===== config.mk =====
export PLATFORM = sky130hd
export DESIGN_NAME = zaxdma_lfsr_writer_flat
export DESIGN_NICKNAME = d
export VERILOG_FILES = /design/src/rtl/zaxdma_pkg.sv /design/src/rtl/zaxdma_lfsr_writer_if.sv /design/src/rtl/zaxdma_lfsr_bytes.sv /design/src/rtl/zaxdma_lfsr_writer.sv /design/src/flat_wrapper.sv
export SDC_FILE = /design/constraint.sdc
export NUM_CORES = 1
export LEC_CHECK = 0
export ABC_AREA = 0
export ABC_CLOCK_PERIOD_IN_PS = 7300
export BUFFER_PORTS_ARGS = -buffer_cell sky130_fd_sc_hd__buf_2
export CAP_MARGIN = 20
export CORE_ASPECT_RATIO = 1.5
export CORE_MARGIN = 2
export CORE_UTILIZATION = 54
export CTS_CLUSTER_DIAMETER = 200
export DETAILED_ROUTE_END_ITERATION = 8
export GPL_TIMING_DRIVEN = 0
export PLACE_DENSITY = 0.84
export SYNTH_ARGS = -nofsm -noshare
export SYNTH_HDL_FRONTEND = slang
export SYNTH_SLANG_ARGS = --single-unit

===== constraint.sdc =====
create_clock -name i_clk -period 7.3 [get_ports i_clk]
set_clock_uncertainty 0.05 [all_clocks]
set_input_delay 2.19 -clock i_clk [delete_from_list [all_inputs] [get_ports i_clk]]
set_output_delay 2.19 -clock i_clk [all_outputs]
set_load 0.1 [all_outputs]

===== src/rtl/zaxdma_pkg.sv =====
// rtl/zaxdma_pkg.sv - shared LFSR stream model and AXI encodings for the ZipDMA LFSR writer
package zaxdma_pkg;

   localparam int                    LFSR_WIDTH = 32;
   localparam logic [LFSR_WIDTH-1:0] LFSR_POLY  = 32'hc000_0000;

   localparam logic [1:0] AXI_BURST_INCR  = 2'b01;
   localparam logic [1:0] AXI_RESP_OKAY   = 2'b00;
   localparam logic [1:0] AXI_RESP_SLVERR = 2'b10;

   typedef enum logic [1:0] {
      ST_IDLE  = 2'd0,
      ST_RUN   = 2'd1,
      ST_DRAIN = 2'd2
   } wr_state_t;

   // One Fibonacci step: feedback is the parity of the tapped bits, shifted in at bit 0
   function automatic logic [LFSR_WIDTH-1:0] lfsr_step(input logic [LFSR_WIDTH-1:0] s);
      return {s[LFSR_WIDTH-2:0], ^(s & LFSR_POLY)};
   endfunction

   // Advance n steps; the checker and the writer both use this so they agree on the stream
   function automatic logic [LFSR_WIDTH-1:0] lfsr_advance(input logic [LFSR_WIDTH-1:0] s,
                                                          input int unsigned n);
      logic [LFSR_WIDTH-1:0] r;
      r = s;
      for (int unsigned i = 0; i < n; i++) r = lfsr_step(r);
      return r;
   endfunction

endpackage


===== src/rtl/zaxdma_lfsr_writer_if.sv =====
// rtl/zaxdma_lfsr_writer_if.sv - AXI4 write-only (AW/W/B) channel bundle
interface zaxdma_lfsr_writer_if #(
   parameter int AW = 30,
   parameter int DW = 64,
   parameter int IW = 1
);
   logic            awvalid;
   logic            awready;
   logic [IW-1:0]   awid;
   logic [AW-1:0]   awaddr;
   logic [7:0]      awlen;
   logic [2:0]      awsize;
   logic [1:0]      awburst;
   logic            awlock;
   logic [3:0]      awcache;
   logic [2:0]      awprot;
   logic [3:0]      awqos;

   logic            wvalid;
   logic            wready;
   logic [DW-1:0]   wdata;
   logic [DW/8-1:0] wstrb;
   logic            wlast;

   logic            bvalid;
   logic            bready;
   logic [IW-1:0]   bid;
   logic [1:0]      bresp;

   modport master (
      output awvalid, awid, awaddr, awlen, awsize, awburst, awlock, awcache, awprot, awqos,
      input  awready,
      output wvalid, wdata, wstrb, wlast,
      input  wready,
      input  bvalid, bid, bresp,
      output bready
   );

   modport slave (
      input  awvalid, awid, awaddr, awlen, awsize, awburst, awlock, awcache, awprot, awqos,
      output awready,
      input  wvalid, wdata, wstrb, wlast,
      output wready,
      output bvalid, bid, bresp,
      input  bready
   );
endinterface


===== src/rtl/zaxdma_lfsr_bytes.sv =====
// rtl/zaxdma_lfsr_bytes.sv - LFSR byte-stream generator presenting one bus word per step
module zaxdma_lfsr_bytes
   import zaxdma_pkg::*;
#(
   parameter int DW = 64
) (
   input  logic                  i_clk,
   input  logic                  i_reset_n,
   input  logic                  i_load,
   input  logic [LFSR_WIDTH-1:0] i_seed,
   input  logic                  i_step,
   output logic [DW-1:0]         o_data
);

   logic [LFSR_WIDTH-1:0] state;
   logic [LFSR_WIDTH-1:0] state_next;
   logic [LFSR_WIDTH-1:0] walk;

   // Unroll one beat of stream bytes; lane 0 carries the oldest byte
   always_comb begin
      walk   = state;
      o_data = '0;
      for (int k = 0; k < DW/8; k++) begin
         o_data[8*k +: 8] = walk[LFSR_WIDTH-1 -: 8];
         walk = lfsr_advance(walk, 8);
      end
      state_next = walk;
   end

   // Seed on run start, advance a full beat only when the beat is accepted
   always_ff @(posedge i_clk or negedge i_reset_n) begin
      if (!i_reset_n)  state <= '0;
      else if (i_load) state <= i_seed;
      else if (i_step) state <= state_next;
   end

endmodule


===== src/rtl/zaxdma_lfsr_writer.sv =====
// rtl/zaxdma_lfsr_writer.sv - AXI4 burst writer filling a region with the LFSR test stream
module zaxdma_lfsr_writer
   import zaxdma_pkg::*;
#(
   parameter int ADDRESS_WIDTH = 30,
   parameter int BUS_WIDTH     = 64,
   parameter int IW            = 1,
   parameter int LGMAXBURST    = 4,
   parameter int LGLEN         = 20
) (
   input  logic                     i_clk,
   input  logic                     i_reset_n,
   input  logic                     i_start,
   input  logic [31:0]              i_seed,
   input  logic [ADDRESS_WIDTH-1:0] i_addr,
   input  logic [LGLEN-1:0]         i_len,
   output logic                     o_busy,
   output logic                     o_done,
   output logic                     o_err,
   zaxdma_lfsr_writer_if.master     m_axi
);

   localparam int LGBYTES = $clog2(BUS_WIDTH/8);
   localparam int BLW     = LGMAXBURST + 1;
   localparam int LENW    = LGLEN + 1;
   localparam logic [LENW-1:0] MAX_BURST = LENW'(1) << LGMAXBURST;

   wr_state_t                state, state_next;
   logic [ADDRESS_WIDTH-1:0] aw_addr;
   logic [LGLEN-1:0]         remaining;
   logic [BLW-1:0]           burst_len;
   logic [BLW-1:0]           beats_left;
   logic                     awvalid_q, wvalid_q;
   logic [LENW-1:0]          outstanding;
   logic                     zero_done;
   logic                     err_q;
   logic [BUS_WIDTH-1:0]     beat_data;

   logic                     start_ok, aw_hs, w_hs, b_hs, slot_free, launch;
   logic [12:0]              to_4k_bytes, to_4k_words;
   logic [LENW-1:0]          cand;
   logic [BLW-1:0]           launch_len;
   logic                     unused_bits;

   assign start_ok  = (state == ST_IDLE) && i_start;
   assign aw_hs     = awvalid_q && m_axi.awready;
   assign w_hs      = wvalid_q && m_axi.wready;
   assign b_hs      = m_axi.bvalid;
   assign slot_free = !awvalid_q && !wvalid_q;
   assign launch    = (state == ST_RUN) && slot_free && (remaining != '0);

   assign to_4k_bytes = 13'h1000 - {1'b0, aw_addr[11:0]};
   assign to_4k_words = to_4k_bytes >> LGBYTES;
   assign unused_bits = ^{m_axi.bid, i_addr[LGBYTES-1:0]};

   // Burst length is the smallest of what is left, the burst cap and the room before 4kB
   always_comb begin
      cand = {1'b0, remaining};
      if (cand > MAX_BURST) cand = MAX_BURST;
      if (cand > LENW'(to_4k_words)) cand = LENW'(to_4k_words);
      launch_len = BLW'(cand);
   end

   // State register
   always_ff @(posedge i_clk or negedge i_reset_n) begin
      if (!i_reset_n) state <= ST_IDLE;
      else            state <= state_next;
   end

   // Next state: drain once every burst has been fully issued, finish when all B returned
   always_comb begin
      state_next = state;
      case (state)
         ST_IDLE:  if (i_start && (i_len != '0)) state_next = ST_RUN;
         ST_RUN:   if ((remaining == '0) && slot_free) state_next = ST_DRAIN;
         ST_DRAIN: if (outstanding == '0) state_next = ST_IDLE;
         default:  state_next = ST_IDLE;
      endcase
   end

   // Outputs: busy for the whole run including the done cycle; zero-length runs only pulse done
   always_comb begin
      o_busy = (state != ST_IDLE);
      o_done = ((state == ST_DRAIN) && (outstanding == '0)) || zero_done;
   end

   // Address channel: one burst in flight; address steps forward when the AW is taken
   always_ff @(posedge i_clk or negedge i_reset_n) begin
      if (!i_reset_n) begin
         awvalid_q <= 1'b0;
         aw_addr   <= '0;
         remaining <= '0;
         burst_len <= '0;
      end else if (start_ok) begin
         aw_addr   <= {i_addr[ADDRESS_WIDTH-1:LGBYTES], {LGBYTES{1'b0}}};
         remaining <= i_len;
      end else if (launch) begin
         awvalid_q <= 1'b1;
         burst_len <= launch_len;
         remaining <= remaining - LGLEN'(launch_len);
      end else if (aw_hs) begin
         awvalid_q <= 1'b0;
         aw_addr   <= aw_addr + (ADDRESS_WIDTH'(burst_len) << LGBYTES);
      end
   end

   // Data channel: beat counter for the current burst, released alongside its AW
   always_ff @(posedge i_clk or negedge i_reset_n) begin
      if (!i_reset_n) begin
         wvalid_q   <= 1'b0;
         beats_left <= '0;
      end else if (launch) begin
         wvalid_q   <= 1'b1;
         beats_left <= launch_len;
      end else if (w_hs) begin
         beats_left <= beats_left - BLW'(1);
         if (beats_left == BLW'(1)) wvalid_q <= 1'b0;
      end
   end

   // Outstanding write responses; simultaneous issue and retire cancel out
   always_ff @(posedge i_clk or negedge i_reset_n) begin
      if (!i_reset_n) begin
         outstanding <= '0;
      end else begin
         case ({aw_hs, b_hs})
            2'b10:   outstanding <= outstanding + LENW'(1);
            2'b01:   outstanding <= outstanding - LENW'(1);
            default: outstanding <= outstanding;
         endcase
      end
   end

   // Sticky error for the run, plus the delayed done for zero-length starts
   always_ff @(posedge i_clk or negedge i_reset_n) begin
      if (!i_reset_n) begin
         err_q     <= 1'b0;
         zero_done <= 1'b0;
      end else begin
         zero_done <= start_ok && (i_len == '0);
         if (start_ok)                                   err_q <= 1'b0;
         else if (b_hs && (m_axi.bresp != AXI_RESP_OKAY)) err_q <= 1'b1;
      end
   end

   assign o_err = err_q;

   zaxdma_lfsr_bytes #(.DW(BUS_WIDTH)) u_bytes (
      .i_clk     (i_clk),
      .i_reset_n (i_reset_n),
      .i_load    (start_ok),
      .i_seed    (i_seed),
      .i_step    (w_hs),
      .o_data    (beat_data)
   );

   assign m_axi.awvalid = awvalid_q;
   assign m_axi.awid    = '0;
   assign m_axi.awaddr  = aw_addr;
   assign m_axi.awlen   = 8'(burst_len - BLW'(1));
   assign m_axi.awsize  = 3'(LGBYTES);
   assign m_axi.awburst = AXI_BURST_INCR;
   assign m_axi.awlock  = 1'b0;
   assign m_axi.awcache = 4'h0;
   assign m_axi.awprot  = 3'h0;
   assign m_axi.awqos   = 4'h0;
   assign m_axi.wvalid  = wvalid_q;
   assign m_axi.wdata   = beat_data;
   assign m_axi.wstrb   = '1;
   assign m_axi.wlast   = (beats_left == BLW'(1));
   assign m_axi.bready  = 1'b1;

endmodule

===== src/flat_wrapper.sv =====
// flat-port wrapper written by rule: the top's interface ports become plain ports
module zaxdma_lfsr_writer_flat import zaxdma_pkg::*;
#(
   parameter int ADDRESS_WIDTH = 30,
   parameter int BUS_WIDTH     = 64,
   parameter int IW            = 1,
   parameter int LGMAXBURST    = 4,
   parameter int LGLEN         = 20
)
  (i_clk, i_reset_n, i_start, i_seed, i_addr, i_len, o_busy, o_done, o_err, m_axi_awvalid, m_axi_awid, m_axi_awaddr, m_axi_awlen, m_axi_awsize, m_axi_awburst, m_axi_awlock, m_axi_awcache, m_axi_awprot, m_axi_awqos, m_axi_awready, m_axi_wvalid, m_axi_wdata, m_axi_wstrb, m_axi_wlast, m_axi_wready, m_axi_bvalid, m_axi_bid, m_axi_bresp, m_axi_bready);
  zaxdma_lfsr_writer_if #(.IW(IW)) m_axi_i ();
  input  logic i_clk;
  input  logic i_reset_n;
  input  logic i_start;
  input  logic [31:0] i_seed;
  input  logic [ADDRESS_WIDTH-1:0] i_addr;
  input  logic [LGLEN-1:0] i_len;
  output logic o_busy;
  output logic o_done;
  output logic o_err;
  output wire logic [$bits(m_axi_i.awvalid)-1:0] m_axi_awvalid;
  output wire logic [$bits(m_axi_i.awid)-1:0] m_axi_awid;
  output wire logic [$bits(m_axi_i.awaddr)-1:0] m_axi_awaddr;
  output wire logic [$bits(m_axi_i.awlen)-1:0] m_axi_awlen;
  output wire logic [$bits(m_axi_i.awsize)-1:0] m_axi_awsize;
  output wire logic [$bits(m_axi_i.awburst)-1:0] m_axi_awburst;
  output wire logic [$bits(m_axi_i.awlock)-1:0] m_axi_awlock;
  output wire logic [$bits(m_axi_i.awcache)-1:0] m_axi_awcache;
  output wire logic [$bits(m_axi_i.awprot)-1:0] m_axi_awprot;
  output wire logic [$bits(m_axi_i.awqos)-1:0] m_axi_awqos;
  input wire logic [$bits(m_axi_i.awready)-1:0] m_axi_awready;
  output wire logic [$bits(m_axi_i.wvalid)-1:0] m_axi_wvalid;
  output wire logic [$bits(m_axi_i.wdata)-1:0] m_axi_wdata;
  output wire logic [$bits(m_axi_i.wstrb)-1:0] m_axi_wstrb;
  output wire logic [$bits(m_axi_i.wlast)-1:0] m_axi_wlast;
  input wire logic [$bits(m_axi_i.wready)-1:0] m_axi_wready;
  input wire logic [$bits(m_axi_i.bvalid)-1:0] m_axi_bvalid;
  input wire logic [$bits(m_axi_i.bid)-1:0] m_axi_bid;
  input wire logic [$bits(m_axi_i.bresp)-1:0] m_axi_bresp;
  output wire logic [$bits(m_axi_i.bready)-1:0] m_axi_bready;
  assign m_axi_awvalid = m_axi_i.awvalid;
  assign m_axi_awid = m_axi_i.awid;
  assign m_axi_awaddr = m_axi_i.awaddr;
  assign m_axi_awlen = m_axi_i.awlen;
  assign m_axi_awsize = m_axi_i.awsize;
  assign m_axi_awburst = m_axi_i.awburst;
  assign m_axi_awlock = m_axi_i.awlock;
  assign m_axi_awcache = m_axi_i.awcache;
  assign m_axi_awprot = m_axi_i.awprot;
  assign m_axi_awqos = m_axi_i.awqos;
  assign m_axi_i.awready = m_axi_awready;
  assign m_axi_wvalid = m_axi_i.wvalid;
  assign m_axi_wdata = m_axi_i.wdata;
  assign m_axi_wstrb = m_axi_i.wstrb;
  assign m_axi_wlast = m_axi_i.wlast;
  assign m_axi_i.wready = m_axi_wready;
  assign m_axi_i.bvalid = m_axi_bvalid;
  assign m_axi_i.bid = m_axi_bid;
  assign m_axi_i.bresp = m_axi_bresp;
  assign m_axi_bready = m_axi_i.bready;
  zaxdma_lfsr_writer #(.ADDRESS_WIDTH(ADDRESS_WIDTH), .BUS_WIDTH(BUS_WIDTH), .IW(IW), .LGMAXBURST(LGMAXBURST), .LGLEN(LGLEN)) u_core (.i_clk(i_clk), .i_reset_n(i_reset_n), .i_start(i_start), .i_seed(i_seed), .i_addr(i_addr), .i_len(i_len), .o_busy(o_busy), .o_done(o_done), .o_err(o_err), .m_axi(m_axi_i));
endmodule

==> metrics list <==
* Remaining antenna violation count after routing: 0
* Top_reg_cell synth: sky130_fd_sc_hd__dfrtp_1
- In this run the core area contains 55 standard-cell rows.
- The mapped netlist covers 8140 µm².
- Cells resized by post-CTS repair: 0
- Cell taking the most area after synthesis: sky130_fd_sc_hd__dfrtp_1
- Vias after detailed routing: 7972
- Post-CTS setup buffer count: 0
- The tool flagged a number of max-cap violations equal to 0.
* CP startpoint kind: flip-flop
* TritonCTS Buffers: 17
* Aggregate global-route resource usage: 29.6%
- The count of final max-slew check failures is 0.
* Category of the worst setup path capture point: flip-flop
- HPWL reported at the end of detailed placement: 18000 µm
* Required @ worst endpoint: 7.59 ns
* Pin count of the biggest net entering global routing: 61
* Top-level port count: 226
* Slew headroom: 35.8%
- Buffer type at the clock tree root: sky130_fd_sc_hd__clkbuf_16
* Largest fanout on the critical path: 10
* Global-route wire length before repair: 38300 µm
- Run status: finished, final reports clean
- TritonCTS clock tree: done
- Count of final setup violators: 0
- Count of yosys warnings during synthesis: 0
* Path type of the worst min-delay path: flip-flop to flip-flop
- Initial antenna violation count: 2
- Async set-reset flop share out of synthesis: 100%
* Count of endpoints failing hold in the final timing report: 0
- The initial utilization of the core area, before any placement, comes to 54.5%.
* DIE WIDTH: 104 µm
- Of the post-synthesis cell area, the dominant cell type holds 35.7%.
- Maximum clock frequency: 152 MHz
- Total grt overflow: 0
* Average footprint of a synthesized cell: 8.55 µm²
* Number of design-rule violations left by the first detailed-router iteration: 485
- CTS clock-pin slew for the worst setup and hold paths: 0.06 ns
- Share of the yosys chip area belonging to registers: 35.7%
- Dividing the detail-routed via count by the number of cells gives 5.65.
- Time the final worst path needs with I/O delays and setup: 6.58 ns
* Arrival time at the worst endpoint: 6.87 ns
- Slew at the pin closest to its max-slew limit: 0.963 ns
- In the synthesized netlist, the number of instances is 952.
- Number of flops mapped to enable cells by yosys: 0
- The die covers 16100 µm².
- The clock net in this run drives a total of 116 sinks.
- The congestion estimate from routability-driven global placement came to 0.909.
- Number of global-route vias before repair: 7947
* Standard cell core area: 14900 µm²
- Ranked by total cell area, the synthesized netlist is headed by sky130_fd_sc_hd__dfrtp_1, sky130_fd_sc_hd__xor2_1, sky130_fd_sc_hd__nand2_1, sky130_fd_sc_hd__ha_1, sky130_fd_sc_hd__o21ai_0.
* Register bit total from synthesis: 116
- Clock insertion delay at the later pin of the skew report: 0.42 ns
* Unrepaired setup endpoints after global routing: false
- Yosys mapped the design onto 67 distinct sky130hd cell types.
- Wires add up to 23800 µm.
- The H-tree was split into 4 levels.
- Wire length per cell after detailed routing: 16.9 µm
- Buffers placed on the I/O ports in this run total 191.
* Most frequent cell after synthesis: sky130_fd_sc_hd__nand2_1
* Share of layout cells above drive strength 1: 23.3%
* Aggregate negative setup slack: 0 ns
- Critical setup path kind: flip-flop to flip-flop
* Final period utilization: 90.1%
- Most numerous cell types in the synthesized netlist: sky130_fd_sc_hd__nand2_1, sky130_fd_sc_hd__dfrtp_1, sky130_fd_sc_hd__o21ai_0, sky130_fd_sc_hd__xor2_1, sky130_fd_sc_hd__nor2_1
- Cts-stage hold buffer count: 0
- Maximum buffer depth of the clock tree: 2
- From synthesis to final layout, the design area changed by 24.7%.
* Final routed DRC violation total: 0
- The pre-antenna-repair detailed-routing pass consisted of 5 iterations.
* DIE HEIGHT: 154 µm
- NumNets Final: 1334
## layer usage
metal	wire [µm]	track usage, %	vias up	share of wire [%]
met5	0	0	-	0
met4	821	13.4	0	3.4
met3	1650	6.91	66	6.9
met2	12700	55.3	330	53
met1	8660	31.5	3808	36
li1	-	-	3768	-
## layout by cell type, fill, tap and decap left out, types with 5 or more instances in the layout
cell type,Yosys,routed
sky130_fd_sc_hd__buf_2,0,190
sky130_fd_sc_hd__nand2b_1,8,8
sky130_fd_sc_hd__nor2_1,48,48
sky130_fd_sc_hd__xor2_1,90,90
sky130_fd_sc_hd__o21ai_1,5,5
sky130_fd_sc_hd__clkinv_4,0,5
sky130_fd_sc_hd__a21oi_1,39,39
sky130_fd_sc_hd__nand4_1,14,14
sky130_fd_sc_hd__o211ai_1,13,13
sky130_fd_sc_hd__dfrtp_1,116,116
sky130_fd_sc_hd__inv_1,37,37
sky130_fd_sc_hd__conb_1,2,35
sky130_fd_sc_hd__nand2_1,162,162
sky130_fd_sc_hd__xnor2_1,29,29
sky130_fd_sc_hd__and3_1,10,10
sky130_fd_sc_hd__nor4_1,15,15
sky130_fd_sc_hd__buf_4,32,32
sky130_fd_sc_hd__a31o_2,5,5
sky130_fd_sc_hd__a31oi_1,7,7
sky130_fd_sc_hd__a211oi_1,7,7
sky130_fd_sc_hd__nand3_1,11,11
sky130_fd_sc_hd__o21ai_0,91,91
sky130_fd_sc_hd__nor2b_1,8,8
sky130_fd_sc_hd__clkbuf_16,0,17
sky130_fd_sc_hd__or3_1,7,7
sky130_fd_sc_hd__nor3_1,24,24
sky130_fd_sc_hd__a21o_1,6,6
sky130_fd_sc_hd__clkbuf_1,30,30
sky130_fd_sc_hd__ha_1,44,44
sky130_fd_sc_hd__a311oi_1,7,7
## through the flow
stage | hold WS, ns | worst slack [ns] | area (µm²) | instances | util (%)
floorplan | 0.389 | 1.34 | 8260 | 985 | -
global placement | 0.405 | 0.990 | 9470 | 1375 | 63.4
detailed placement | 0.423 | 0.905 | 9500 | 1376 | 63.6
CTS | 0.434 | 0.817 | 10100 | 1408 | 67.9
global route | 0.452 | 0.214 | 10100 | 1409 | 67.9
finish | 0.431 | 0.719 | 10100 | 1410 | 68.0
## worst paths after layout
| kind | start | end | slack, ns | cells after the start |
|---|---|---|---|---|
| worst max-delay path | u_core.remaining[12] | u_core.remaining[15] | 0.72 | 22 |
| worst min-delay path | u_core.outstanding[20] | u_core.outstanding[20] | 0.43 | 1 |
| worst max register to register | u_core.remaining[12] | u_core.remaining[15] | 0.72 | 22 |
| worst min register to register | u_core.outstanding[20] | u_core.outstanding[20] | 0.43 | 1 |
| max in group asynchronous | i_reset_n | u_core.m_axi.awaddr[12] | 4.82 | 2 |
| min in group asynchronous | i_reset_n | u_core.u_bytes.state[0] | 1.68 | 1 |
## state kept, by name (all words and copies together) (netlist names)
name / count
u_core.beats_left: 5
u_core.burst_len: 5
u_core.m_axi.awaddr: 27
u_core.m_axi.awvalid: 1
u_core.m_axi.wvalid: 1
u_core.o_err: 1
u_core.outstanding: 21
u_core.remaining: 20
u_core.state: 2
u_core.u_bytes.state: 32
u_core.zero_done: 1
## kinds of logic after synthesis
logic type,Yosys count,share of synthesized area (%)
multiplexers,6,0.799
other,2,0.0923
AND/OR/NAND/NOR,346,20.7
flip-flops,116,35.7
AO/OA/AOI/OAI,210,15.6
XOR/XNOR,119,12.8
buffers and inverters,106,6.78
adder cells (fa/ha/maj),47,7.50
## area by class of cell
| cell class | instances | area (µm²) |
|---|---|---|
| Fill cell | 1206 | 4780 |
| Timing Repair Buffer | 192 | 990 |
| Clock buffer | 18 | 439 |
| Clock inverter | 14 | 203 |
| Sequential cell | 116 | 2900 |
| Antenna cell | 2 | 5.00 |
| Inverter | 37 | 139 |
| Tap cell | 199 | 249 |
| Buffer | 69 | 413 |
| Multi-Input combinational cell | 763 | 4810 |
## worst max-delay path, stage by stage (launching register included)
cell and delay [ns]:
sky130_fd_sc_hd__dfrtp_1 0.44, sky130_fd_sc_hd__nor4_2 0.34, sky130_fd_sc_hd__or4b_4 0.57, sky130_fd_sc_hd__nor3_1 0.38, sky130_fd_sc_hd__nand2_1 0.18, sky130_fd_sc_hd__inv_1 0.09, sky130_fd_sc_hd__ha_1 0.14, sky130_fd_sc_hd__nor2b_1 0.12
sky130_fd_sc_hd__o21ai_0 0.07, sky130_fd_sc_hd__nand2b_1 0.07, sky130_fd_sc_hd__a21oi_1 0.07, sky130_fd_sc_hd__o211ai_1 0.62, sky130_fd_sc_hd__and2_0 0.33, sky130_fd_sc_hd__clkbuf_1 0.37, sky130_fd_sc_hd__a21oi_1 0.22, sky130_fd_sc_hd__ha_1 0.33
sky130_fd_sc_hd__nor2b_1 0.13, sky130_fd_sc_hd__o21ai_1 0.15, sky130_fd_sc_hd__a21boi_0 0.13, sky130_fd_sc_hd__o21ai_1 0.38, sky130_fd_sc_hd__nand4_1 0.38, sky130_fd_sc_hd__or4b_2 0.74, sky130_fd_sc_hd__a31oi_1 0.20
Power is left out: the tool's default activity adds up to more than one toggle a clock period on the data nets, which glitch-free logic cannot reach.
